**config.mk**
```make
export PLATFORM = sky130hd
export DESIGN_NAME = estagio_mem_wb
export DESIGN_NICKNAME = d
export VERILOG_FILES = /design/src/rtl/pkg_mips.sv /design/src/rtl/estagio_mem_wb.sv
export SDC_FILE = /design/constraint.sdc
export NUM_CORES = 1
export LEC_CHECK = 0
export CORE_UTILIZATION = 31
export CTS_CLUSTER_SIZE = 16
export DETAILED_ROUTE_END_ITERATION = 8
export GPL_TIMING_DRIVEN = 0
export SYNTH_ARGS = -nofsm -noshare
export SYNTH_HDL_FRONTEND = slang
export SYNTH_SLANG_ARGS = --single-unit
```
**constraint.sdc**
```tcl
create_clock -name clock -period 3.86 [get_ports clock]
set_input_delay 0.579 -clock clock [delete_from_list [all_inputs] [get_ports clock]]
set_output_delay 0.579 -clock clock [all_outputs]
set_load 0.05 [all_outputs]
```
**src/rtl/pkg_mips.sv**
```systemverilog
// Shared MIPS pipeline definitions: datapath widths, the hard-wired zero register
// and the write-back source selection.
package pkg_mips;

  localparam int LARGURA   = 32;
  localparam int NREG_BITS = 5;

  localparam logic [NREG_BITS-1:0] REG_ZERO = 5'd0;

  typedef enum logic [1:0] {
    WB_ALU  = 2'd0,
    WB_MEM  = 2'd1,
    WB_LINK = 2'd2
  } wb_sel_t;

  // Link (jal) takes precedence over a memory load.
  function automatic wb_sel_t wb_select(input logic link, input logic mem_to_reg);
    if (link) begin
      return WB_LINK;
    end else if (mem_to_reg) begin
      return WB_MEM;
    end
    return WB_ALU;
  endfunction

endpackage

```
**src/rtl/estagio_mem_wb.sv**
```systemverilog
// MEM/WB pipeline register with write-back source select, register-file write port,
// forwarding bus back to EX and retired/bubble performance counters.
module estagio_mem_wb
  import pkg_mips::*;
#(
  parameter int LARGURA   = pkg_mips::LARGURA,
  parameter int NREG_BITS = pkg_mips::NREG_BITS,
  parameter int CONT_BITS = 32
) (
  input  logic                 clock,
  input  logic                 reset_n,
  input  logic                 in_valid,
  input  logic                 stall,
  input  logic                 flush,
  input  logic [LARGURA-1:0]   dado_mem,
  input  logic [LARGURA-1:0]   resultado_alu,
  input  logic [LARGURA-1:0]   pc_mais4,
  input  logic                 MemToReg,
  input  logic                 Link,
  input  logic                 RegWrite,
  input  logic [NREG_BITS-1:0] reg_dest,
  output logic                 wb_RegWrite,
  output logic [NREG_BITS-1:0] wb_reg_dest,
  output logic [LARGURA-1:0]   wb_dado,
  output logic                 fwd_valid,
  output logic [NREG_BITS-1:0] fwd_reg,
  output logic [LARGURA-1:0]   fwd_dado,
  output logic [CONT_BITS-1:0] cont_retirado,
  output logic [CONT_BITS-1:0] cont_bolha
);

  logic                 valid_reg;
  logic                 reg_write_reg;
  logic [NREG_BITS-1:0] reg_dest_reg;
  logic [LARGURA-1:0]   dado_reg;
  logic [CONT_BITS-1:0] cont_retirado_reg;
  logic [CONT_BITS-1:0] cont_bolha_reg;

  wb_sel_t              sel;
  logic [LARGURA-1:0]   dado_next;

  // The write-back source is resolved before capture so the output path is a flop.
  always_comb begin
    sel       = wb_select(Link, MemToReg);
    dado_next = resultado_alu;
    case (sel)
      WB_LINK: dado_next = pc_mais4;
      WB_MEM:  dado_next = dado_mem;
      WB_ALU:  dado_next = resultado_alu;
      default: dado_next = resultado_alu;
    endcase
  end

  always_ff @(posedge clock or negedge reset_n) begin
    if (!reset_n) begin
      valid_reg         <= 1'b0;
      reg_write_reg     <= 1'b0;
      reg_dest_reg      <= '0;
      dado_reg          <= '0;
      cont_retirado_reg <= '0;
      cont_bolha_reg    <= '0;
    end else if (flush) begin
      // Squashed instruction is dropped without being counted; data fields are held.
      valid_reg <= 1'b0;
    end else if (!stall) begin
      valid_reg     <= in_valid;
      reg_write_reg <= RegWrite;
      reg_dest_reg  <= reg_dest;
      dado_reg      <= dado_next;
      // Counters classify the slot being vacated, so a retirement is seen one edge later.
      if (valid_reg) begin
        cont_retirado_reg <= cont_retirado_reg + CONT_BITS'(1);
      end else begin
        cont_bolha_reg <= cont_bolha_reg + CONT_BITS'(1);
      end
    end
  end

  assign wb_RegWrite   = valid_reg & reg_write_reg & (reg_dest_reg != NREG_BITS'(REG_ZERO));
  assign wb_reg_dest   = reg_dest_reg;
  assign wb_dado       = dado_reg;
  assign fwd_valid     = wb_RegWrite;
  assign fwd_reg       = reg_dest_reg;
  assign fwd_dado      = dado_reg;
  assign cont_retirado = cont_retirado_reg;
  assign cont_bolha    = cont_bolha_reg;

endmodule

```
==> results.sh <==
export IMPL_setup_violations_final=0
export IMPL_gp_congestion=0.847
export IMPL_timing_rr_end="cont_bolha[18]"
export IMPL_pin_count=249
export IMPL_wirelength_um=15900
export IMPL_critical_path_endpoint="wb_RegWrite"
export IMPL_fin_cells=1018
export IMPL_nNetsFinal=905
export IMPL_start_kind="register"
export IMPL_rrSetupSlack_ps=1540
export IMPL_postRouteAntennaNets=0
export IMPL_dr_total_vias=4702
export IMPL_finalCritPeriodShare_pct=74.3
export IMPL_antenna_found_initial=1
export IMPL_fmax_ghz=0.348
export IMPL_powerDensity_mw_per_mm2=427
export IMPL_syn_area_mm2=0.00528
export IMPL_p_leak_nw=3.58
export IMPL_place_inst=1003
export IMPL_grt_overflow_total=0
export IMPL_reg2reg_depth=6
export IMPL_min_path_type="in2async"
export IMPL_worst_clock_skew_ps=8.81
export IMPL_die_h_um=132
export IMPL_maxCapViolCount=0
export IMPL_grt_max_degree=62
export IMPL_grt_pass1_wl_um=25100
export IMPL_rows=47
export IMPL_htreeDepth=3
export IMPL_synthFlopType="dfrtp_1"
export IMPL_floorplan_initialDensity_pct=31.8
export IMPL_syn_num_nets=647
export IMPL_final_common_cell="clkdlybuf4s50_1"
export IMPL_grt_pass1_vias=4767
export IMPL_cts_resized=0
export IMPL_clkTransAtPathRegs_ps=70
export IMPL_antennaDiodeCount=0
export IMPL_cts_num_sinks=103
export IMPL_area_delta_synth_final_pct=58.4
export IMPL_worstMarginPinSlew_ps=974
export IMPL_via_per_inst=4.62
export IMPL_die_area_mm2=0.0176
export IMPL_critPathLaunch="fwd_reg[1]"
export IMPL_cts_setup_buffers=0
export IMPL_clockBufferDepth=2
export IMPL_cts_buffers=9
export IMPL_rsz0062_at_grt="false"
export IMPL_drt_initial_drc_count=145
export IMPL_critical_path_class="reg2out"
export IMPL_yosysTopAreaCell="dfrtp_1"
export IMPL_synth_cells=536
export IMPL_drcViolationCount=0
export IMPL_core_mm2=0.0166
export IMPL_io_buffers=246
export IMPL_dp_hpwl_um=12500
export IMPL_gr_usage_all_layers_pct=18.3
export IMPL_critPathCaptureType="primary output"
export IMPL_crit_chain="or3_1 -> o311a_1 -> buf_4 -> clkdlybuf4s50_1"
export IMPL_cts_tree="built"
export IMPL_maxSlewViolCount=0
export IMPL_ctsHoldBuffers=0
export IMPL_ys_seq_area_share_pct=48.8
export IMPL_r2r_start="valid_reg"
export IMPL_crit_fanout=4
export IMPL_cpPeakStageDelay_ps=690
export IMPL_period_minus_slack_ps=2870
export IMPL_synth_top_area_share_pct=48.8
export IMPL_drt_wirelength_per_cell_um=15.6
export IMPL_dr_pass1_iters=4
export IMPL_cp_slowest_cell="clkdlybuf4s50_1"
export IMPL_async_flop_share_pct=100
export IMPL_slew_headroom_pct=34.5
export IMPL_synth_seq_cells=103
export IMPL_status="finished, final reports clean"
export IMPL_syn_avg_cell_area_um2=9.85
export IMPL_cp_data_required_time_ps=3280
export IMPL_clock_root_buffer="clkbuf_16"
export IMPL_holdWs_ps=227
export IMPL_critPathArrivalTime_ps=2290
export IMPL_drive_gt1_share_pct=8.52
export IMPL_yosysUniqueCellTypes=36
export IMPL_ir_drop_v=0.000203
export IMPL_final_cell_mix="clkdlybuf4s50_1 (245), dfrtp_1 (103), nand2_1 (68)"
export IMPL_clk_latency_ps=340
export IMPL_final_hold_violation_count=0
export IMPL_synthTopCellsByArea="dfrtp_1 (49%), xnor2_1 (7.6%), mux2i_1 (6.3%)"
export IMPL_die_w_um=132
export IMPL_ys_warn_count=0
export IMPL_synth_edf_count=0
## routing by layer
metal	routed length, um	GRT usage (%)
met5	10	0
met4	221	5.43
met3	1190	5.79
met2	8110	32.1
met1	6380	21.2
## power breakdown
part	switching (mW)	total (mW)	internal (mW)
Clock	0.409	0.979	0.571
Combinational	0.797	1.30	0.505
Sequential	0.112	1.29	1.18
Total	1.32	3.57	2.25
## synthesized netlist by cell type, types with 3 or more instances
master	instances
xor2_1	16
nand2_1	68
and4_1	5
buf_4	38
buf_6	3
and3_1	6
o21ai_0	32
mux2i_1	33
nand4_1	23
nand3_1	23
xnor2_1	46
clkbuf_1	15
a21oi_1	32
nor3b_1	3
nor4_1	5
nor3_1	4
inv_1	9
nor2_1	46
buf_1	5
dfrtp_1	103
## stage by stage
stage,power (mW),setup slack (ps),utilization [%],TNS (ps),cell area [um2]
after detailed placement,2.62,788,48.5,0,8040
after floorplan,2.09,1530,-,0,5280
after global placement,2.61,-1710,48.3,-176050,8020
after global routing,3.72,917,50.4,0,8360
final,3.57,990,50.4,0,8360
after CTS,3.62,974,50.4,0,8360
## worst min-delay path by stage
| stage | start | endpoint | slack, ps | cells after the start |
|---|---|---|---|---|
| after floorplan | reset_n | cont_bolha[0] | 280 | 0 |
| after global placement | cont_bolha[31] | cont_bolha[31] | 460 | 1 |
| after detailed placement | cont_bolha[31] | cont_bolha[31] | 460 | 1 |
| after CTS | reset_n | fwd_dado[29] | 250 | 1 |
| after global routing | reset_n | fwd_dado[23] | 270 | 1 |
| final | reset_n | fwd_dado[23] | 230 | 1 |
## cells by family (layout without fill, tap and decap cells)
family / after synthesis / count (layout) / share of synthesized area [%]
flip-flops: 103 / 103 / 48.8
AO/OA/AOI/OAI: 65 / 65 / 6.26
buffers and inverters: 70 / 332 / 8.11
multiplexers: 35 / 35 / 6.68
XOR/XNOR: 62 / 62 / 10.3
adder cells (fa/ha/maj): 2 / 2 / 0.474
AND/OR/NAND/NOR: 199 / 199 / 19.4
## critical path, delay by kind of cell, from the launching register on
family,cells,cell delay (ps)
DFF,1,420
AOI/OAI and AO/OA,1,330
buffers and inverters,2,830
and+or+nand+nor,1,380
## layout make-up
cell class	count	area (um2)
plain buffers	61	394
clock buffers	9	225
clock inverters	6	95.1
fillers	1537	8220
inverters	9	33.8
multi-input cells	363	2270
flip-flops and latches	103	2580
well taps	220	275
repair buffers	247	2490
No activity file was read; power rests on OpenSTA's default activity.
